`config.mk`:
```
export PLATFORM = sky130hd
export DESIGN_NAME = lif_fire_unit
export DESIGN_NICKNAME = d
export VERILOG_FILES = /design/src/rtl/snn_pkg.sv /design/src/rtl/lif_compute.sv /design/src/rtl/lif_fire_unit.sv
export SDC_FILE = /design/constraint.sdc
export NUM_CORES = 1
export LEC_CHECK = 0
export ABC_AREA = 1
export BUFFER_PORTS_ARGS = -buffer_cell sky130_fd_sc_hd__buf_2
export CORE_ASPECT_RATIO = 1.1
export CORE_UTILIZATION = 62
export CTS_BUF_LIST = sky130_fd_sc_hd__clkbuf_8
export DETAILED_ROUTE_END_ITERATION = 6
export GPL_ROUTABILITY_DRIVEN = 0
export GPL_TIMING_DRIVEN = 0
export PLACE_DENSITY = 0.89
export SYNTH_ARGS = -nofsm -noshare
export SYNTH_HDL_FRONTEND = slang
export SYNTH_SLANG_ARGS = --single-unit
```
`constraint.sdc`:
```
create_clock -name clk -period 2.49 [get_ports clk]
set_clock_uncertainty 0.05 [all_clocks]
set_input_delay 0.3735 -clock clk [delete_from_list [all_inputs] [get_ports clk]]
set_output_delay 0.3735 -clock clk [all_outputs]
set_load 0.02 [all_outputs]
```
`src/rtl/snn_pkg.sv`:
```
// Shared sizing constants and FSM encoding for the LIF spiking-neuron datapath.
package snn_pkg;
  localparam int DEPTH_F    = 21;
  localparam int WIDTH_PSUM = 13;
  localparam int WIDTH_RES  = 8;
  localparam int THRESH     = 64;
  localparam int ADDR_W     = 9;

  typedef enum logic [1:0] {
    ST_IDLE,
    ST_RUN,
    ST_DRAIN,
    ST_DONE
  } fsm_state_t;
endpackage

```
`src/rtl/lif_compute.sv`:
```
// Combinational LIF update: integrate psum into residue, fire at THRESH, saturate the residue.
// Zero latency and stateless; the caller owns all flow control.
module lif_compute #(
  parameter int WIDTH_PSUM = 13,
  parameter int WIDTH_RES  = 8,
  parameter int THRESH     = 64
) (
  input  logic [WIDTH_PSUM-1:0] psum_i,
  input  logic [WIDTH_RES-1:0]  res_i,
  output logic                  spike_o,
  output logic [WIDTH_RES-1:0]  res_o
);
  localparam int SW = WIDTH_PSUM + 1;
  localparam logic [SW-1:0] THR     = SW'(THRESH);
  localparam logic [SW-1:0] RES_MAX = SW'((1 << WIDTH_RES) - 1);

  logic [SW-1:0] sum;
  logic [SW-1:0] rem;

  always_comb begin
    sum     = SW'(psum_i) + SW'(res_i);
    spike_o = (sum >= THR);
    rem     = spike_o ? (sum - THR) : sum;
    res_o   = (rem > RES_MAX) ? {WIDTH_RES{1'b1}} : rem[WIDTH_RES-1:0];
  end
endmodule

```
`src/rtl/lif_fire_unit.sv`:
```
// LIF firing stage over a DEPTH_F x DEPTH_F frame: one registered result per accepted psum/residue pair.
// Latency 1 cycle; out_ready low holds the output register and drops in_ready.
module lif_fire_unit #(
  parameter int DEPTH_F    = snn_pkg::DEPTH_F,
  parameter int WIDTH_PSUM = snn_pkg::WIDTH_PSUM,
  parameter int WIDTH_RES  = snn_pkg::WIDTH_RES,
  parameter int THRESH     = snn_pkg::THRESH
) (
  input  logic                  clk,
  input  logic                  rst_n,
  input  logic                  frame_start,
  input  logic                  in_valid,
  output logic                  in_ready,
  input  logic [WIDTH_PSUM-1:0] in_psum,
  input  logic [WIDTH_RES-1:0]  in_res,
  output logic                  out_valid,
  input  logic                  out_ready,
  output logic                  out_spike,
  output logic [WIDTH_RES-1:0]  out_res,
  output logic [8:0]            out_addr,
  output logic                  frame_done,
  output logic [8:0]            spike_cnt
);
  import snn_pkg::*;

  localparam int         NEURONS  = DEPTH_F * DEPTH_F;
  localparam logic [8:0] N_CNT    = 9'(NEURONS);
  localparam logic [8:0] LAST_IDX = 9'(NEURONS - 1);

  fsm_state_t           state_q, state_d;
  logic [8:0]           cnt_q, cnt_d;
  logic                 out_valid_q, out_valid_d;
  logic                 out_spike_q, out_spike_d;
  logic [WIDTH_RES-1:0] out_res_q, out_res_d;
  logic [8:0]           out_addr_q, out_addr_d;
  logic                 frame_done_q, frame_done_d;
  logic [8:0]           spike_cnt_q, spike_cnt_d;

  logic                 spike_c;
  logic [WIDTH_RES-1:0] res_c;
  logic                 acc_in;
  logic                 acc_out;

  lif_compute #(
    .WIDTH_PSUM(WIDTH_PSUM),
    .WIDTH_RES (WIDTH_RES),
    .THRESH    (THRESH)
  ) u_compute (
    .psum_i (in_psum),
    .res_i  (in_res),
    .spike_o(spike_c),
    .res_o  (res_c)
  );

  assign in_ready = (state_q == ST_RUN) && (cnt_q < N_CNT) && (!out_valid_q || out_ready);
  assign acc_in   = in_valid && in_ready;
  assign acc_out  = out_valid_q && out_ready;

  always_comb begin
    state_d      = state_q;
    cnt_d        = cnt_q;
    out_valid_d  = out_valid_q;
    out_spike_d  = out_spike_q;
    out_res_d    = out_res_q;
    out_addr_d   = out_addr_q;
    frame_done_d = 1'b0;
    spike_cnt_d  = spike_cnt_q;

    // A new accept overwrites a result leaving in the same cycle, so no bubble.
    if (acc_in) begin
      out_valid_d = 1'b1;
      out_spike_d = spike_c;
      out_res_d   = res_c;
      out_addr_d  = cnt_q;
      cnt_d       = cnt_q + 9'd1;
    end else if (acc_out) begin
      out_valid_d = 1'b0;
    end

    if (acc_out && out_spike_q) begin
      spike_cnt_d = spike_cnt_q + 9'd1;
    end

    case (state_q)
      ST_IDLE: begin
        if (frame_start) begin
          state_d     = ST_RUN;
          cnt_d       = '0;
          spike_cnt_d = '0;
        end
      end
      ST_RUN: begin
        if (acc_in && cnt_q == LAST_IDX) begin
          state_d = ST_DRAIN;
        end
      end
      ST_DRAIN: begin
        if (!out_valid_q || acc_out) begin
          state_d      = ST_DONE;
          frame_done_d = 1'b1;
        end
      end
      ST_DONE: state_d = ST_IDLE;
      default: state_d = ST_IDLE;
    endcase
  end

  always_ff @(posedge clk or negedge rst_n) begin
    if (!rst_n) begin
      state_q      <= ST_IDLE;
      cnt_q        <= '0;
      out_valid_q  <= 1'b0;
      out_spike_q  <= 1'b0;
      out_res_q    <= '0;
      out_addr_q   <= '0;
      frame_done_q <= 1'b0;
      spike_cnt_q  <= '0;
    end else begin
      state_q      <= state_d;
      cnt_q        <= cnt_d;
      out_valid_q  <= out_valid_d;
      out_spike_q  <= out_spike_d;
      out_res_q    <= out_res_d;
      out_addr_q   <= out_addr_d;
      frame_done_q <= frame_done_d;
      spike_cnt_q  <= spike_cnt_d;
    end
  end

  assign out_valid  = out_valid_q;
  assign out_spike  = out_spike_q;
  assign out_res    = out_res_q;
  assign out_addr   = out_addr_q;
  assign frame_done = frame_done_q;
  assign spike_cnt  = spike_cnt_q;
endmodule
```
==> flow_metrics.tcl <==
set metrics [dict create \
    cap_violations 0 \
    path_class "in2reg" \
    overflow 0 \
    antenna_cells 0 \
    crit_fanout 3 \
    status "finished with violations" \
    numCtsBuffers 5 \
    cts_tree "yes" \
    cellPowerDensity_nw_per_um2 693.2 \
    busiest_layer "met2" \
    p_seq_frac 0.379 \
    synthTopCellsByCount "112 x nand2_1, 72 x inv_1, 40 x dfrtp_1" \
    fin_crit_sh 1.002 \
    rr_endpoint "out_res[7]" \
    synth_area_leaders "dfrtp_1 36%, nand2_1 15%, inv_1 9.7%" \
    stdcell_area_um2 3371 \
    drive_gt1_frac 0.2606 \
    rows 25 \
    layout.nets 516 \
    cts_max_path_buffers 2 \
    grt_max_degree 41 \
    finish.utilization 0.7866 \
    grt_usage 0.2938 \
    p_int_w 0.001331 \
    io_pins 56 \
    fp.coreArea_um2 4285 \
    die_w_um 65.78 \
    fmax_ghz 0.4007 \
    fin_ws_ps -5.709 \
    cp_slowest_cell "fa_2" \
    viasPerCell 5.424 \
    wl_per_cell_um 13.02 \
    async_flop_share 1.000 \
    htree_levels 2 \
    post-place-ws_ps -374.3 \
    power.net_switching_w 0.001005 \
    grt_pass1_wl_um 10790 \
    max_stage_delay_ps 390 \
    p_sw_frac 0.4302 \
    worstPathRequired_ps 2640 \
    dr.pass1.iters 6 \
    synthDistinctLibCells 31 \
    antenna_left 0 \
    area_growth_pct 21.52 \
    cts-root-buf "clkbuf_8" \
    port_buffers 55 \
    dp_hpwl_um 4855 \
    rrSetupSlack_ps 510 \
    reg2reg_depth 13 \
    hold_path.class "in2async" \
    start_kind "input port" \
    synthCells 400 \
    dpl.cell_count 509 \
    combPwrFrac 0.447 \
    ir_drop_mv 0.2767 \
    drt_iter0_drc 169 \
    grt_pass1_vias 2647 \
    drt-total-wl_um 6849 \
    finalCriticalPeriod_ps 2496 \
    p_leak_nw 1.834 \
    clkPwrFrac 0.174 \
    dieArea_um2 4746 \
    avgSynthCellArea_um2 6.935 \
    drv_slew 0 \
    grt_util_met2 0.5544 \
    cts_sinks 40 \
    use_met1 0.3147 \
    synth_top_cell_by_area "dfrtp_1" \
    ys_ff_latch 40 \
    fin_total_pwr_w 0.002337 \
    final-setup-viol-count 1 \
    die_y_um 72.16 \
    placed_area_um2 3119 \
    start_util 0.6473 \
    synth_enable_flop_cells 0 \
    seq_area_frac_synth 0.3608 \
    violations "DRC, setup timing" \
    synthFlopType "dfrtp_1" \
    via_count 2853 \
    post-route-drc-count 5 \
    worstPathCellList "buf_2 -> ha_4 -> inv_1 -> fa_2 -> inv_2 -> nand2_1 -> nand2_2 -> nand3_1 -> nand3_1 -> nand2_2 -> ha_4 -> nand2_1 -> nor2_1 -> nand3_1 -> nor2_1 -> nand3_1 -> nand2_2 -> nor2_4 -> nand2_2 -> nand2_1 -> nand3_1 -> nand2_1 -> inv_1" \
    syn-cell-area_um2 2774 \
    synth.most_common_cell "nand2_1" \
    reg2reg_from "state_q[1]" \
    n_fill_cell 315 \
    clock_latency_ps 300 \
    grt_use_met3 0.04560 \
    syn_nets 444 \
    final_cells 526 \
    cp.arrival_ps 2640 \
    finalHoldViolations 0 \
    slew_headroom 0.4122 \
    path_clk_slew_ps 80 \
    ys_warn_count 0 \
    worst_slew_pin_slew_ps 881.8 \
    cp_common_cell "nand3_1" \
    crit_path_end_kind "register" \
    antenna_found_initial 0 \
    synth_top_area_share 0.3608 \
]
layer usage:
metal	routed length (um)	vias up
li1	-	1396
met2	3773	90
met4	241	0
met5	0	-
met3	226	23
met1	2608	1344
power by group through the flow:
| stage | Clock (W) | Sequential [W] | Combinational, W |
|---|---|---|---|
| 6_report | 0.000408 | 0.000885 | 0.00104 |
| 5_1_grt | 0.000431 | 0.000902 | 0.00116 |
| 4_1_cts | 0.000404 | 0.000883 | 0.000977 |
| 3_5_place_dp | 0 | 0.000894 | 0.000959 |
| 3_3_place_gp | 0 | 0.000885 | 0.000916 |
| 2_1_floorplan | 0 | 0.000993 | 0.000562 |
kinds of logic after synthesis:
| family | after synthesis | share of synthesized area |
|---|---|---|
| buffers and inverters | 82 | 0.1146 |
| AND/OR/NAND/NOR | 210 | 0.3351 |
| XOR/XNOR | 5 | 0.01579 |
| flip-flops | 40 | 0.3608 |
| AO/OA/AOI/OAI | 45 | 0.08976 |
| adder cells (fa/ha/maj) | 18 | 0.08390 |
repair_timing:
item,4_1_cts,5_1_grt
pin swaps,0,10
hold buffers,0,0
setup endpoints to repair,5,9
setup buffers,0,10
gates resized for setup,3,21
cell type report:
type	count	area, um2	share of cell area
Buffer	5	28.78	0.008537
Clock buffer	5	68.82	0.02042
Clock inverter	2	8.758	0.002598
Inverter	77	289.0	0.08575
Multi-Input combinational cell	278	1556	0.4618
Sequential cell	40	1001	0.2970
Tap cell	54	67.56	0.02004
Timing Repair Buffer	65	350.3	0.1039
flip-flops by register name, indices dropped and copies added, names as in the netlist:
| name | cells |
|---|---|
| cnt_q | 9 |
| out_addr | 9 |
| spike_cnt | 9 |
| out_res | 8 |
| state_q | 2 |
| frame_done | 1 |
| out_spike | 1 |
| out_valid | 1 |
per-stage QoR:
stage | hold slack, ps | setup TNS, ps
finish | 140.1 | -5.709
floorplan | 27.91 | 0
global placement | 409.4 | -2288
global route | 220.9 | -867.6
CTS | 167.4 | 0
detailed placement | 410.4 | -2840
worst max-delay path, delay by kind of cell:
family / cells / cell delay (ps)
buffers and inverters: 4 / 250
AND/OR/NAND/NOR: 16 / 1330
adder cells (fa/ha/maj): 3 / 690
layout by cell type (no fill, tap or decap), types with 5 or more instances in the layout:
| cell | instances |
|---|---|
| ha_1 | 12 |
| nor2_2 | 8 |
| nand2_1 | 104 |
| nor3_1 | 7 |
| nand2_2 | 16 |
| nand3_1 | 31 |
| a21oi_1 | 13 |
| o22ai_1 | 5 |
| o21ai_1 | 6 |
| nor2_1 | 27 |
| buf_2 | 57 |
| dfrtp_1 | 40 |
| inv_2 | 5 |
| buf_4 | 10 |
| inv_1 | 72 |
| clkbuf_8 | 5 |
| o21ai_0 | 15 |
worst max path at each step:
stage                from          to  depth (start not counted)  slack (ps)
5_1_grt         in_res[0]  out_res[7]                         23        -170
2_1_floorplan  in_psum[0]  out_res[6]                         22          20
3_3_place_gp   in_psum[0]  out_res[7]                         23        -310
3_5_place_dp   in_psum[0]  out_res[6]                         23        -370
4_1_cts        in_psum[0]  out_res[6]                         23        0.04
6_report        in_res[0]  out_res[7]                         23          -6
Note: power is estimated with default switching activity, not from simulation.
